==> config.mk <==
export PLATFORM = sky130hd
export DESIGN_NAME = gpio_bank
export DESIGN_NICKNAME = d
export VERILOG_FILES = /design/src/rtl/gpio_bank.sv
export SDC_FILE = /design/constraint.sdc
export NUM_CORES = 1
export LEC_CHECK = 0
export CORE_MARGIN = 5
export CORE_UTILIZATION = 43
export DETAILED_ROUTE_END_ITERATION = 16
export PLACE_DENSITY = 0.79
export SLEW_MARGIN = 30
export SYNTH_ARGS = -nofsm -noshare
export SYNTH_HDL_FRONTEND = slang
export SYNTH_SLANG_ARGS = --single-unit
==> constraint.sdc <==
create_clock -name clk -period 1.1 [get_ports clk]
set_clock_uncertainty 0.05 [all_clocks]
set_input_delay 0.22 -clock clk [delete_from_list [all_inputs] [get_ports clk]]
set_output_delay 0.22 -clock clk [all_outputs]
set_load 0.01 [all_outputs]
==> src/rtl/gpio_bank.sv <==
// gpio_bank: CPU-mapped bank of GPIO ports with synchronised inputs; edge flags,
// mask and irq exist only when the macro GPIO_BANK_IRQ_EN is defined.
module gpio_bank #(
  parameter int          WIDTH     = 8,
  parameter int          PORTS     = 1,
  parameter logic [15:0] BASE_ADDR = 16'h0400
) (
  input  logic                   clk,
  input  logic                   reset_n,
  input  logic [15:0]            addr,
  input  logic [7:0]             data_in,
  input  logic                   write_enable,
  output logic [7:0]             data_out,
  output logic                   hit,
  input  logic [PORTS*WIDTH-1:0] pin_in,
  output logic [PORTS*WIDTH-1:0] pin_out,
  output logic [PORTS*WIDTH-1:0] pin_oe,
  output logic                   irq
);

  localparam logic [2:0] R_OUT  = 3'd0;
  localparam logic [2:0] R_DIR  = 3'd1;
  localparam logic [2:0] R_IN   = 3'd2;
  localparam logic [2:0] R_FLAG = 3'd3;
  localparam logic [2:0] R_MASK = 3'd4;
  localparam logic [2:0] R_EDGE = 3'd5;

  logic [1:0] port;
  logic [2:0] reg_sel;
  logic       window_hit;
  logic [7:0] rd_port [PORTS];
  logic [7:0] rd_data;

  assign port       = addr[4:3];
  assign reg_sel    = addr[2:0];
  assign window_hit = (addr[15:5] == BASE_ADDR[15:5]) && ({1'b0, port} < 3'(PORTS));

`ifdef GPIO_BANK_IRQ_EN
  logic [1:0]       settle_cnt;
  logic             settled;
  logic [PORTS-1:0] pend;

  // Flags stay off until the synchroniser and previous-value flops hold real pin data.
  always_ff @(posedge clk or negedge reset_n) begin
    if (!reset_n) begin
      settle_cnt <= '0;
      irq        <= 1'b0;
    end else begin
      if (settle_cnt != 2'd3) settle_cnt <= settle_cnt + 2'd1;
      irq <= |pend;
    end
  end

  assign settled = (settle_cnt == 2'd3);
`else
  assign irq = 1'b0;
`endif

  for (genvar g = 0; g < PORTS; g++) begin : g_port
    logic [WIDTH-1:0] port_out, port_dir, sync_meta, sync_val;
    logic             wr;
    logic [7:0]       rd;

    assign wr = write_enable && window_hit && (port == 2'(g));

    // NOTE: non-blocking assignments so every flop samples pre-edge values.
    always_ff @(posedge clk or negedge reset_n) begin
      if (!reset_n) begin
        port_out  <= '0;
        port_dir  <= '0;
        sync_meta <= '0;
        sync_val  <= '0;
      end else begin
        sync_meta <= pin_in[g*WIDTH +: WIDTH];
        sync_val  <= sync_meta;
        if (wr && reg_sel == R_OUT) port_out <= data_in[WIDTH-1:0];
        if (wr && reg_sel == R_DIR) port_dir <= data_in[WIDTH-1:0];
      end
    end

`ifdef GPIO_BANK_IRQ_EN
    logic [WIDTH-1:0] prev_val, flag, mask, edge_sel, edge_seen, clr;

    // EDGE bit 0 selects rising, 1 selects falling for that pin.
    assign edge_seen = settled ? ((sync_val & ~prev_val & ~edge_sel) |
                                  (~sync_val & prev_val & edge_sel)) : '0;
    assign clr       = (wr && reg_sel == R_FLAG) ? data_in[WIDTH-1:0] : '0;

    always_ff @(posedge clk or negedge reset_n) begin
      if (!reset_n) begin
        prev_val <= '0;
        flag     <= '0;
        mask     <= '0;
        edge_sel <= '0;
      end else begin
        prev_val <= sync_val;
        flag     <= (flag & ~clr) | edge_seen;
        if (wr && reg_sel == R_MASK) mask     <= data_in[WIDTH-1:0];
        if (wr && reg_sel == R_EDGE) edge_sel <= data_in[WIDTH-1:0];
      end
    end

    assign pend[g] = |(flag & mask);
`endif

    // NOTE: default assignment first so no path leaves rd unassigned (no latch).
    always_comb begin
      rd = '0;
      case (reg_sel)
        R_OUT:  rd[WIDTH-1:0] = port_out;
        R_DIR:  rd[WIDTH-1:0] = port_dir;
        R_IN:   rd[WIDTH-1:0] = sync_val;
`ifdef GPIO_BANK_IRQ_EN
        R_FLAG: rd[WIDTH-1:0] = flag;
        R_MASK: rd[WIDTH-1:0] = mask;
        R_EDGE: rd[WIDTH-1:0] = edge_sel;
`endif
        default: ;
      endcase
    end

    assign rd_port[g]                 = rd;
    assign pin_out[g*WIDTH +: WIDTH] = port_out;
    assign pin_oe[g*WIDTH +: WIDTH]  = port_dir;
  end

  always_comb begin
    rd_data = '0;
    for (int q = 0; q < PORTS; q++)
      if (port == 2'(q)) rd_data = rd_port[q];
  end

  always_ff @(posedge clk or negedge reset_n) begin
    if (!reset_n) begin
      hit      <= 1'b0;
      data_out <= '0;
    end else begin
      hit      <= window_hit;
      data_out <= window_hit ? rd_data : 8'h00;
    end
  end

endmodule

==> parameters.txt <==
Parameter                              Value

Setup path
  FF-to-FF setup slack ... -0.07 ns
  CP Class ... input pin to flop
  Startpoint kind of the worst setup timing path ... input pin
  Nature of the critical path endpoint ... flop
  Max FO, Critical Path ... 8
  Crit path required time ... 1.22 ns
  Arr. time, crit path ... around 2.1 ns

Detailed routing
  Mean number of vias per cell ... between 4 and 5
  Post-route antenna net violation count ... 0
  Routed len/inst ... 17.6 um
  Total via count in the routed design ... around 1200
  Pre-Repair DR Iteration Count ... 4
  Drt initial violations ... between 60 and 70
  Post-Route WL ... around 4600 um
  Number of remaining DRC errors ... 0

Power and ir drop
  Cell leakage power ... between 1 and 1.5 nW
  Power density normalized to cell area ... ~1200 nW/um2
  Maximum ir drop on the vdd rail ... approximately 1100 uV

Clock network
  Total clock sinks ... between 40 and 50
  Clock insertion delay at the later pin of the skew report ... 0.29 ns
  H-Tree Level Count ... 2
  Clock tree from TritonCTS ... done
  Num CTS Buffers ... 5
  Max Root-Sink Buffers ... 2
  Clock transition at the registers of the reported paths ... 0.08 ns
  Root Buffer Master ... sky130_fd_sc_hd__clkbuf_8

Synthesis
  Most frequent cell after synthesis ... sky130_fd_sc_hd__dfrtp_1
  Cell types with the largest area share after synthesis ... sky130_fd_sc_hd__dfrtp_1, sky130_fd_sc_hd__mux2_4, sky130_fd_sc_hd__mux2_2
  Most common flop cell mapped by yosys ... sky130_fd_sc_hd__dfrtp_1
  Number of synthesized flops with an enable pin ... 0
  Number of warning messages in the yosys log ... 0
  Share of the synthesized area in the top cell type ... 64.9%
  Sequential fraction of the synthesis area ... roughly 65%
  Cell taking the most area after synthesis ... sky130_fd_sc_hd__dfrtp_1
  Cells after Synth ... 110
  Async set or reset register ratio after synthesis ... 100%
  Mapped Avg Cell Area ... between 10 and 15 um2
  Seq cells post-synth ... a little over 40
  Leading post-synthesis cells by instance count ... sky130_fd_sc_hd__dfrtp_1, sky130_fd_sc_hd__nand2_1
  Post-synthesis instance area ... 1580 um2
  Library cells used by synthesis ... 24
  Number of nets produced by synthesis ... roughly 150

Floorplanning
  Die outline area ... 4990 um2
  Die W ... ~70 um
  # IOs ... 61
  Core Rows ... 22
  Y dimension of the die ... 70.6 um
  Area inside the core boundary ... around 3600 um2
  Starting density of the core ... roughly 44%

Job
  Max Cap Viol ... 0

Run status
  Status ... finished, violations left
  Failing checks ... setup timing

Timing
  Final number of max-transition violations ... 0
  Min setup slack post-route ... -0.829 ns
  RSZ-0062 raised after global routing ... yes
  Max Clk Rate ... between 0.5 and 0.6 GHz
  Total of endpoints with negative setup slack in the final report ... 28
  Final min period ... a little under 2 ns
  Final count of hold timing violations ... 0
  Final TNS setup ... -16.24 ns
  Final critical-path share of the clock period ... 175%

Layout
  Non-Filler Instances ... approximately 260
  Fraction of layout cells with a size suffix above 1 ... 52.4%
  Count of nets after finishing ... around 240
  Synth-to-Final Area Change ... 67.6%
  Number of antenna diodes ... 0
  Non-Filler Cell Area, Final ... approximately 2700 um2

Placed design
  Count of input and output buffers ... between 50 and 60
  Routability congestion estimate ... between 0.8 and 0.9
  Placed instance area ... around 2400 um2
  Pre-CTS setup slack ... -1.53 ns
  Count of placed standard cells including taps ... around 240
  Post-DP HPWL ... roughly 2900 um

Global route
  Pin count of the biggest net entering global routing ... 42
  Via count of the first global-routing pass ... 1362
  Global-route wire length before repair ... roughly 7100 um
  Number of antenna violations at the first check in global routing ... 0
  Aggregate global-route resource usage ... 18.4%
  Final global-route overflow total ... 0

Hold path
  Kind of path behind the tightest hold check ... input pin to flop
[flip-flops by register name (all words and copies together) (netlist names)]
signal,cells
pin_oe,8
hit,1
data_out,8
g_port.sync_meta,8
pin_out,8
g_port.sync_val,8
[layer usage]
| layer | wire length, um | global-route usage [%] | vias up |
|---|---|---|---|
| met5 | 0 | 0 | - |
| met4 | 55 | 6.47 | 0 |
| met3 | 269 | 5.54 | 4 |
| met2 | 2310 | 30.8 | 51 |
| met1 | 1920 | 22.7 | 605 |
| li1 | - | - | 577 |
[per-stage QoR]
| step | utilization [%] | total power [W] | hold slack, ns |
|---|---|---|---|
| after floorplan | - | 0.00162 | -0.126 |
| after global placement | 67.0 | 0.00180 | 0.153 |
| after detailed placement | 67.0 | 0.00181 | 0.156 |
| after CTS | 70.9 | 0.00324 | 0.218 |
| after global routing | 73.5 | 0.00335 | 0.219 |
| final | 73.5 | 0.00323 | 0.227 |
[cell families after synthesis]
kind of cell | Yosys count | share of synthesized area (%)
compound gates | 9 | 3.09
flops | 41 | 64.9
mux | 24 | 18.4
other cells | 1 | 0.237
simple gates | 30 | 11.6
buf+inv | 5 | 1.90
[final timing paths]
path | start | to | cells after the start
max | addr[6] | pin_out[1]$_DFFE_PN0P_ | 5
min | addr[5] | hit$_DFF_PN0_ | 4
max reg2reg | pin_out[0]$_DFFE_PN0P_ | data_out[0]$_DFF_PN0_ | 5
min reg2reg | g_port[0].sync_meta[6]$_DFF_PN0_ | g_port[0].sync_val[6]$_DFF_PN0_ | 0
max in group asynchronous | reset_n | g_port[0].sync_val[6]$_DFF_PN0_ | 3
min in group asynchronous | reset_n | g_port[0].sync_val[2]$_DFF_PN0_ | 3
[report_power, final]
group | switching (W) | leakage, nW | internal, W
Sequential | 0.00000894 | 0.536 | 0.00154
Clock | 0.000521 | 0.0681 | 0.000901
Combinational | 0.000110 | 0.764 | 0.000155
[worst max-delay path, stage by stage]
cell and delay, ns:
sky130_fd_sc_hd__buf_6 0.09, sky130_fd_sc_hd__or3_4 0.38, sky130_fd_sc_hd__or4b_4 0.48, sky130_fd_sc_hd__or4_4 0.55, sky130_fd_sc_hd__mux2_4 0.33
[cells in the final DEF, fill, tap and decap left out, types with 2 or more instances in the layout]
cell type | synthesis | layout
sky130_fd_sc_hd__and2_1 | 8 | 4
sky130_fd_sc_hd__and2_4 | 0 | 4
sky130_fd_sc_hd__buf_2 | 0 | 27
sky130_fd_sc_hd__buf_4 | 1 | 24
sky130_fd_sc_hd__buf_6 | 1 | 20
sky130_fd_sc_hd__bufinv_16 | 0 | 2
sky130_fd_sc_hd__clkbuf_8 | 0 | 5
sky130_fd_sc_hd__clkdlybuf4s50_1 | 0 | 17
sky130_fd_sc_hd__dfrtp_1 | 41 | 41
sky130_fd_sc_hd__dlygate4sd2_1 | 0 | 5
sky130_fd_sc_hd__mux2_4 | 8 | 16
sky130_fd_sc_hd__mux2i_1 | 8 | 8
sky130_fd_sc_hd__nand2_1 | 9 | 9
sky130_fd_sc_hd__o21ai_0 | 8 | 8
sky130_fd_sc_hd__or4_4 | 0 | 2
[repair_timing]
item / in CTS / in global routing
setup buffers: 10 / 9
resized for setup: 162 / 29
gates cloned: 0 / 0
hold endpoints to repair: 41 / 0
pin swaps: 10 / 5
hold buffers: 1 / 0
endpoints found under the setup margin: 50 / 44
[area by class of cell]
class,count,area [um2]
sequential,41,1030
fill,238,955
timing repair buffer,97,807
multi-input combinational,64,624
clock buffer,5,68.8
clock inverter,3,65.1
tap,48,60.1
(Power assumes the default switching activity.)
